--- src/rtl/mem_access_ctrl_pkg.sv ---
// Shared definitions for the MEM-stage data-memory access controller.
package mem_access_ctrl_pkg;

    typedef enum logic [1:0] {
        IDLE = 2'd0,
        BUSY = 2'd1,
        DONE = 2'd2
    } mem_state_t;

    localparam int unsigned M_MEMREAD  = 0;
    localparam int unsigned M_MEMWRITE = 1;
    localparam int unsigned M_BRANCH   = 2;

endpackage

--- src/rtl/mem_access_ctrl_sat_counter.sv ---
// Saturating up-counter with synchronous clear; holds at all-ones.
module mem_access_ctrl_sat_counter #(
    parameter int unsigned CNT_WIDTH = 32
) (
    input  logic                 clk,
    input  logic                 rst,
    input  logic                 clr,
    input  logic                 en,
    output logic [CNT_WIDTH-1:0] cnt
);

    always_ff @(posedge clk) begin
        if (rst || clr) begin
            cnt <= '0;
        end else if (en && (cnt != '1)) begin
            cnt <= cnt + CNT_WIDTH'(1);
        end
    end

endmodule

--- src/rtl/mem_access_ctrl.sv ---
// Sequences the EX/MEM data-memory access and stalls the pipeline until it completes.
// Optional BUSY watchdog enabled by defining MEM_TIMEOUT_EN.
module mem_access_ctrl
    import mem_access_ctrl_pkg::*;
#(
    parameter int unsigned DATA_WIDTH     = 32,
    parameter int unsigned CNT_WIDTH      = 32,
    parameter int unsigned TIMEOUT_CYCLES = 64
) (
    input  logic                  clk,
    input  logic                  rst,
    input  logic                  i_valid,
    input  logic [2:0]            i_M,
    input  logic [DATA_WIDTH-1:0] i_addr,
    input  logic [DATA_WIDTH-1:0] i_wdata,
    output logic                  mem_req,
    output logic                  mem_we,
    output logic [DATA_WIDTH-1:0] mem_addr,
    output logic [DATA_WIDTH-1:0] mem_wdata,
    input  logic                  mem_ack,
    input  logic [DATA_WIDTH-1:0] mem_rdata,
    output logic                  o_stall,
    output logic [DATA_WIDTH-1:0] o_rdata,
    output logic                  o_rdata_valid,
    output logic                  o_err,
    output logic [CNT_WIDTH-1:0]  o_stall_cnt
);

    localparam logic [1:0] ST_IDLE = 2'(IDLE);
    localparam logic [1:0] ST_BUSY = 2'(BUSY);
    localparam logic [1:0] ST_DONE = 2'(DONE);

    logic [1:0]            state, state_nxt;
    logic                  op_pending, stall_c, in_busy;
    logic                  req_nxt, we_nxt, rvalid_nxt, err_nxt;
    logic [DATA_WIDTH-1:0] addr_nxt, wdata_nxt, rdata_nxt;
    logic                  wd_clr, wd_expired;

    assign op_pending = i_valid & (i_M[M_MEMREAD] | i_M[M_MEMWRITE]);
    assign in_busy    = (state == ST_BUSY);
    assign o_stall    = stall_c & ~rst;

`ifdef MEM_TIMEOUT_EN
    logic [CNT_WIDTH-1:0] wd_cnt;
    logic                 unused_branch;

    // Current BUSY cycle is the TIMEOUT_CYCLES-th one since entry.
    assign wd_expired    = (wd_cnt == CNT_WIDTH'(TIMEOUT_CYCLES - 1));
    assign unused_branch = i_M[M_BRANCH];

    mem_access_ctrl_sat_counter #(.CNT_WIDTH(CNT_WIDTH)) u_watchdog (
        .clk (clk),
        .rst (rst),
        .clr (wd_clr),
        .en  (in_busy),
        .cnt (wd_cnt)
    );
`else
    logic unused_cfg;

    assign wd_expired = 1'b0;
    assign unused_cfg = ^{i_M[M_BRANCH], wd_clr, 32'(TIMEOUT_CYCLES)};
    assign o_err      = 1'b0;
`endif

    mem_access_ctrl_sat_counter #(.CNT_WIDTH(CNT_WIDTH)) u_stall_cnt (
        .clk (clk),
        .rst (rst),
        .clr (1'b0),
        .en  (o_stall),
        .cnt (o_stall_cnt)
    );

    // Next-state and next-output decode.
    always_comb begin
        state_nxt  = state;
        req_nxt    = mem_req;
        we_nxt     = mem_we;
        addr_nxt   = mem_addr;
        wdata_nxt  = mem_wdata;
        rdata_nxt  = o_rdata;
        rvalid_nxt = 1'b0;
        err_nxt    = 1'b0;
        stall_c    = 1'b0;
        wd_clr     = 1'b0;
        case (state)
            ST_IDLE: begin
                if (op_pending) begin
                    stall_c   = 1'b1;
                    state_nxt = ST_BUSY;
                    req_nxt   = 1'b1;
                    we_nxt    = i_M[M_MEMWRITE];
                    addr_nxt  = i_addr;
                    wdata_nxt = i_wdata;
                    wd_clr    = 1'b1;
                end
            end
            ST_BUSY: begin
                stall_c = 1'b1;
                if (mem_ack) begin
                    state_nxt = ST_DONE;
                    req_nxt   = 1'b0;
                    if (!mem_we) begin
                        rdata_nxt  = mem_rdata;
                        rvalid_nxt = 1'b1;
                    end
                end else if (wd_expired) begin
                    state_nxt = ST_DONE;
                    req_nxt   = 1'b0;
                    err_nxt   = 1'b1;
                    rdata_nxt = '0;
                end
            end
            ST_DONE: state_nxt = ST_IDLE;
            default: state_nxt = ST_IDLE;
        endcase
    end

    always_ff @(posedge clk) begin
        if (rst) begin
            state         <= ST_IDLE;
            mem_req       <= 1'b0;
            mem_we        <= 1'b0;
            mem_addr      <= '0;
            mem_wdata     <= '0;
            o_rdata       <= '0;
            o_rdata_valid <= 1'b0;
        end else begin
            state         <= state_nxt;
            mem_req       <= req_nxt;
            mem_we        <= we_nxt;
            mem_addr      <= addr_nxt;
            mem_wdata     <= wdata_nxt;
            o_rdata       <= rdata_nxt;
            o_rdata_valid <= rvalid_nxt;
        end
    end

`ifdef MEM_TIMEOUT_EN
    always_ff @(posedge clk) begin
        if (rst) begin
            o_err <= 1'b0;
        end else begin
            o_err <= err_nxt;
        end
    end
`else
    logic unused_err;
    assign unused_err = err_nxt;
`endif

endmodule

--- config.mk ---
export PLATFORM = sky130hd
export DESIGN_NAME = mem_access_ctrl
export DESIGN_NICKNAME = d
export VERILOG_FILES = /design/src/rtl/mem_access_ctrl_pkg.sv /design/src/rtl/mem_access_ctrl_sat_counter.sv /design/src/rtl/mem_access_ctrl.sv
export SDC_FILE = /design/constraint.sdc
export NUM_CORES = 1
export LEC_CHECK = 0
export CAP_MARGIN = 20
export CORE_ASPECT_RATIO = 1.4
export CORE_MARGIN = 10
export CORE_UTILIZATION = 49
export CTS_BUF_LIST = sky130_fd_sc_hd__clkbuf_4 sky130_fd_sc_hd__clkbuf_8 sky130_fd_sc_hd__clkbuf_16
export CTS_CLUSTER_SIZE = 14
export DETAILED_ROUTE_END_ITERATION = 7
export DONT_BUFFER_PORTS = 1
export PLACE_DENSITY = 0.67
export SLEW_MARGIN = 20
export SYNTH_ARGS = -nofsm -noshare
export SYNTH_HDL_FRONTEND = slang
export SYNTH_SLANG_ARGS = --single-unit
--- constraint.sdc ---
create_clock -name clk -period 1.7 [get_ports clk]
set_input_delay 0.34 -clock clk [delete_from_list [all_inputs] [get_ports clk]]
set_output_delay 0.34 -clock clk [all_outputs]
set_load 0.03 [all_outputs]
==> flow_metrics.env <==
export IMPL_status="finished with violations"
export IMPL_violations="negative hold slack, negative setup slack"
export IMPL_grt_setup_unrepaired="true"
export IMPL_hold_end="u_stall_cnt.cnt[20]"
export IMPL_seqCellArea_sq_um=2748
export IMPL_syn_area_sq_um=5099
export IMPL_internal_power_mw=5.595
export IMPL_critPathArrivalTime_ns=2.36
export IMPL_yosys_top_cells_count="211 x nand2_1, 133 x dfxtp_1, 121 x a21oi_1"
export IMPL_max_freq_ghz=0.4840
export IMPL_synth_top_area_share_pct=52.22
export IMPL_yosysWarnings=0
export IMPL_min_from="rst"
export IMPL_crit_fanout=6
export IMPL_path_class="reg -> reg"
export IMPL_worst_setup_path_end_kind="register"
export IMPL_gp_congestion=0.8197
export IMPL_worstSetupStartpointType="register"
export IMPL_routed_wirelength_mm=17.26
export IMPL_power_mw=7.529
export IMPL_syn_to_final_growth_pct=35.83
export IMPL_core_sq_um=10290
export IMPL_fp_dieW_um=106.2
export IMPL_num_fill_cells=828
export IMPL_critical_path_slowest_cell="or4_4"
export IMPL_antenna_cells=0
export IMPL_r2r_slack_ns=-0.37
export IMPL_finalNetCount=817
export IMPL_r2r_start="u_stall_cnt.cnt[1]"
export IMPL_finalCriticalPeriod_ns=2.066
export IMPL_cts_path_max_buffers=2
export IMPL_drive_gt1_share_pct=30.44
export IMPL_num_rows=44
export IMPL_tightestPinTransition_ns=0.5823
export IMPL_clock_skew_ns=0.01733
export IMPL_synth_area_top_cells="dfxtp_1 52%, nand2_1 16%, a21oi_1 12%"
export IMPL_final_util_pct=67.27
export IMPL_hpwl_mm=12.02
export IMPL_maxCapViolCount=0
export IMPL_ys_ff_latch=133
export IMPL_grt_max_degree=132
export IMPL_h_tree_depth=4
export IMPL_drc=0
export IMPL_top_usage_layer="met2"
export IMPL_synth_edf_count=0
export IMPL_vias=4856
export IMPL_gr_usage_met1_pct=19.20
export IMPL_drtPass1Iterations=5
export IMPL_p_sw_mw=1.934
export IMPL_reg2reg_depth=8
export IMPL_hold_ws_ns=-0.008962
export IMPL_ys_types=43
export IMPL_die_area_sq_um=14940
export IMPL_slew_violations=0
export IMPL_root_buffer="clkbuf_16"
export IMPL_crit_chain="ha_4, nand2_4, or4_4, buf_6, nor3_4, buf_6, or4_4, a21oi_2"
export IMPL_io_buffers=0
export IMPL_use_met3_pct=11.50
export IMPL_slowest_delay_ns=0.57
export IMPL_synth_flop_cell="dfxtp_1"
export IMPL_numCtsBuffers=17
export IMPL_worst_skew_pair_late_latency_ns=0.41
export IMPL_synth_fp_nets=745
export IMPL_synth_top_area_cell="dfxtp_1"
export IMPL_cts_tree="built"
export IMPL_post_route_period_util_pct=121.5
export IMPL_hold_path_class="in -> reg"
export IMPL_grt_ovfl_total=0
export IMPL_grt_pass1_vias=4867
export IMPL_ir_drop_mv=0.7069
export IMPL_grt_pass1_wl_mm=25.09
export IMPL_hold_depth=1
export IMPL_grt_use_total_pct=20.98
export IMPL_yosysMostFrequentCell="nand2_1"
export IMPL_clk_pin_slew_ns=0.06
export IMPL_multi_input_area_sq_um=2577
export IMPL_async_reset_ff_share_pct=0
export IMPL_reg2reg_to="u_stall_cnt.cnt[25]"
export IMPL_yosysSeqAreaShare_pct=52.22
export IMPL_swShare_pct=25.69
export IMPL_synth_cells=641
export IMPL_avgSynthCellArea_sq_um=7.954
export IMPL_drtIter0Drc=193
export IMPL_io_pins=236
export IMPL_finalSetupViolations=30
export IMPL_hold_viol_final=1
export IMPL_power_density_nw_per_um2=1087
export IMPL_wire_per_inst_um=19.98
export IMPL_cellLeakagePower_nw=2.535
export IMPL_initial_core_util_pct=49.53
export IMPL_pwr_share_clk_pct=47.2
export IMPL_cts_num_sinks=133
export IMPL_p_seq_share_pct=47.2
export IMPL_detail_route_antenna_nets=0
export IMPL_slew_limit_headroom_pct=61.18
export IMPL_viasPerCell=5.620
export IMPL_worstPathRequired_ns=1.99
export IMPL_fp_dieH_um=140.7
export IMPL_antenna_found_initial=0
export IMPL_grt_use_met2_pct=37.21
export IMPL_power_frac_comb_pct=5.7
export IMPL_fin_ws_ns=-0.3660
sequential cells by signal, summed over array words and instances, names as in the netlist:
register	flops
o_rdata_valid	1
mem_req	1
u_stall_cnt.cnt	32
mem_addr	32
state	2
mem_wdata	32
o_rdata	32
mem_we	1
area by class of cell:
class,instances,area share (%)
flip-flops and latches,133,39.67
repair buffers,95,11.94
multi-input cells,460,37.22
clock inverters,12,1.879
clock buffers,20,6.468
well taps,138,2.493
inverters,6,0.3252
power groups by stage:
stage          logic, mW  registers, mW  clock network, mW
2_1_floorplan      0.307           3.60                  0
3_3_place_gp       0.379           3.62                  0
3_5_place_dp       0.398           3.62                  0
4_1_cts            0.403           3.56               3.62
5_1_grt            0.478           3.57               3.75
6_report           0.428           3.55               3.55
layer usage:
metal  up-vias  wire [um]
met3        51       1963
met1      2263       5499
met4         0        612
met2       230       9184
li1       2312          -
met5         -          0
through the flow:
| stage | TNS (ns) | hold WS [ns] | area (sq um) | std cells | setup slack [ns] |
|---|---|---|---|---|---|
| global placement | -4.625 | 0.4138 | 5854 | 818 | -0.2771 |
| floorplan | -2.068 | 0.4461 | 5216 | 641 | -0.1943 |
| CTS | -4.694 | -0.01323 | 6561 | 853 | -0.2308 |
| global route | -9.660 | -0.02922 | 6925 | 864 | -0.4165 |
| finish | -7.965 | -0.008962 | 6925 | 864 | -0.3660 |
| detailed placement | -5.180 | 0.4178 | 5854 | 818 | -0.2873 |
timing repair:
action / in CTS / in global routing
pin swaps: 16 / 32
setup endpoints to repair: 32 / 33
setup buffers: 3 / 11
cloned: 0 / 2
endpoints found under the hold margin: 14 / 19
resized for setup: 21 / 68
how the worst max path moves through the flow:
| stage | startpoint | endpoint | slack, ns |
|---|---|---|---|
| after floorplan | u_stall_cnt.cnt[8] | u_stall_cnt.cnt[27] | -0.19 |
| after global placement | i_M[1] | u_stall_cnt.cnt[8] | -0.28 |
| after detailed placement | i_M[1] | u_stall_cnt.cnt[8] | -0.29 |
| after CTS | u_stall_cnt.cnt[7] | u_stall_cnt.cnt[19] | -0.23 |
| after global routing | u_stall_cnt.cnt[1] | u_stall_cnt.cnt[25] | -0.42 |
| final | u_stall_cnt.cnt[1] | u_stall_cnt.cnt[25] | -0.37 |
placed cells by master, fill, tap and decap left out, types with 3 or more instances in the layout:
cell type,netlist,layout
nand3_2,0,6
buf_4,3,75
buf_12,0,4
clkbuf_16,0,17
nand4_1,10,10
buf_6,2,15
or4_4,1,6
inv_1,6,6
and3_1,4,3
or3_1,14,8
nand2_1,211,210
dfxtp_4,0,19
or3_4,0,5
clkinv_2,0,4
nor2_1,12,9
o31ai_4,1,5
o21ai_2,0,7
or4_1,8,3
a21oi_2,0,8
o21ai_1,10,5
clkbuf_4,0,3
o31ai_1,9,4
o21ai_0,7,5
nor2_2,0,3
dfxtp_2,0,11
a21oi_1,121,113
dfxtp_1,133,103
nand3_1,13,7
nor3_2,1,4
cells by family (layout without fill, tap and decap cells):
kind of cell / Yosys count / count (layout) / synth area share (%)
compound gates: 155 / 155 / 16.61
xor+xnor: 2 / 2 / 0.3436
fa+ha+maj: 1 / 1 / 0.2454
buf+inv: 48 / 133 / 4.073
flops: 133 / 133 / 52.22
mux: 3 / 3 / 0.6380
other cells: 1 / 1 / 0.07355
simple gates: 298 / 298 / 25.79
critical path, delay by kind of cell (launching register included):
family,cells,cell delay (ns)
AO/OA/AOI/OAI,1,0.04
adder cells (fa/ha/maj),1,0.15
buffers and inverters,2,0.36
flip-flops,1,0.35
AND/OR/NAND/NOR,4,1.04
Power figures use the tool's default switching activity.
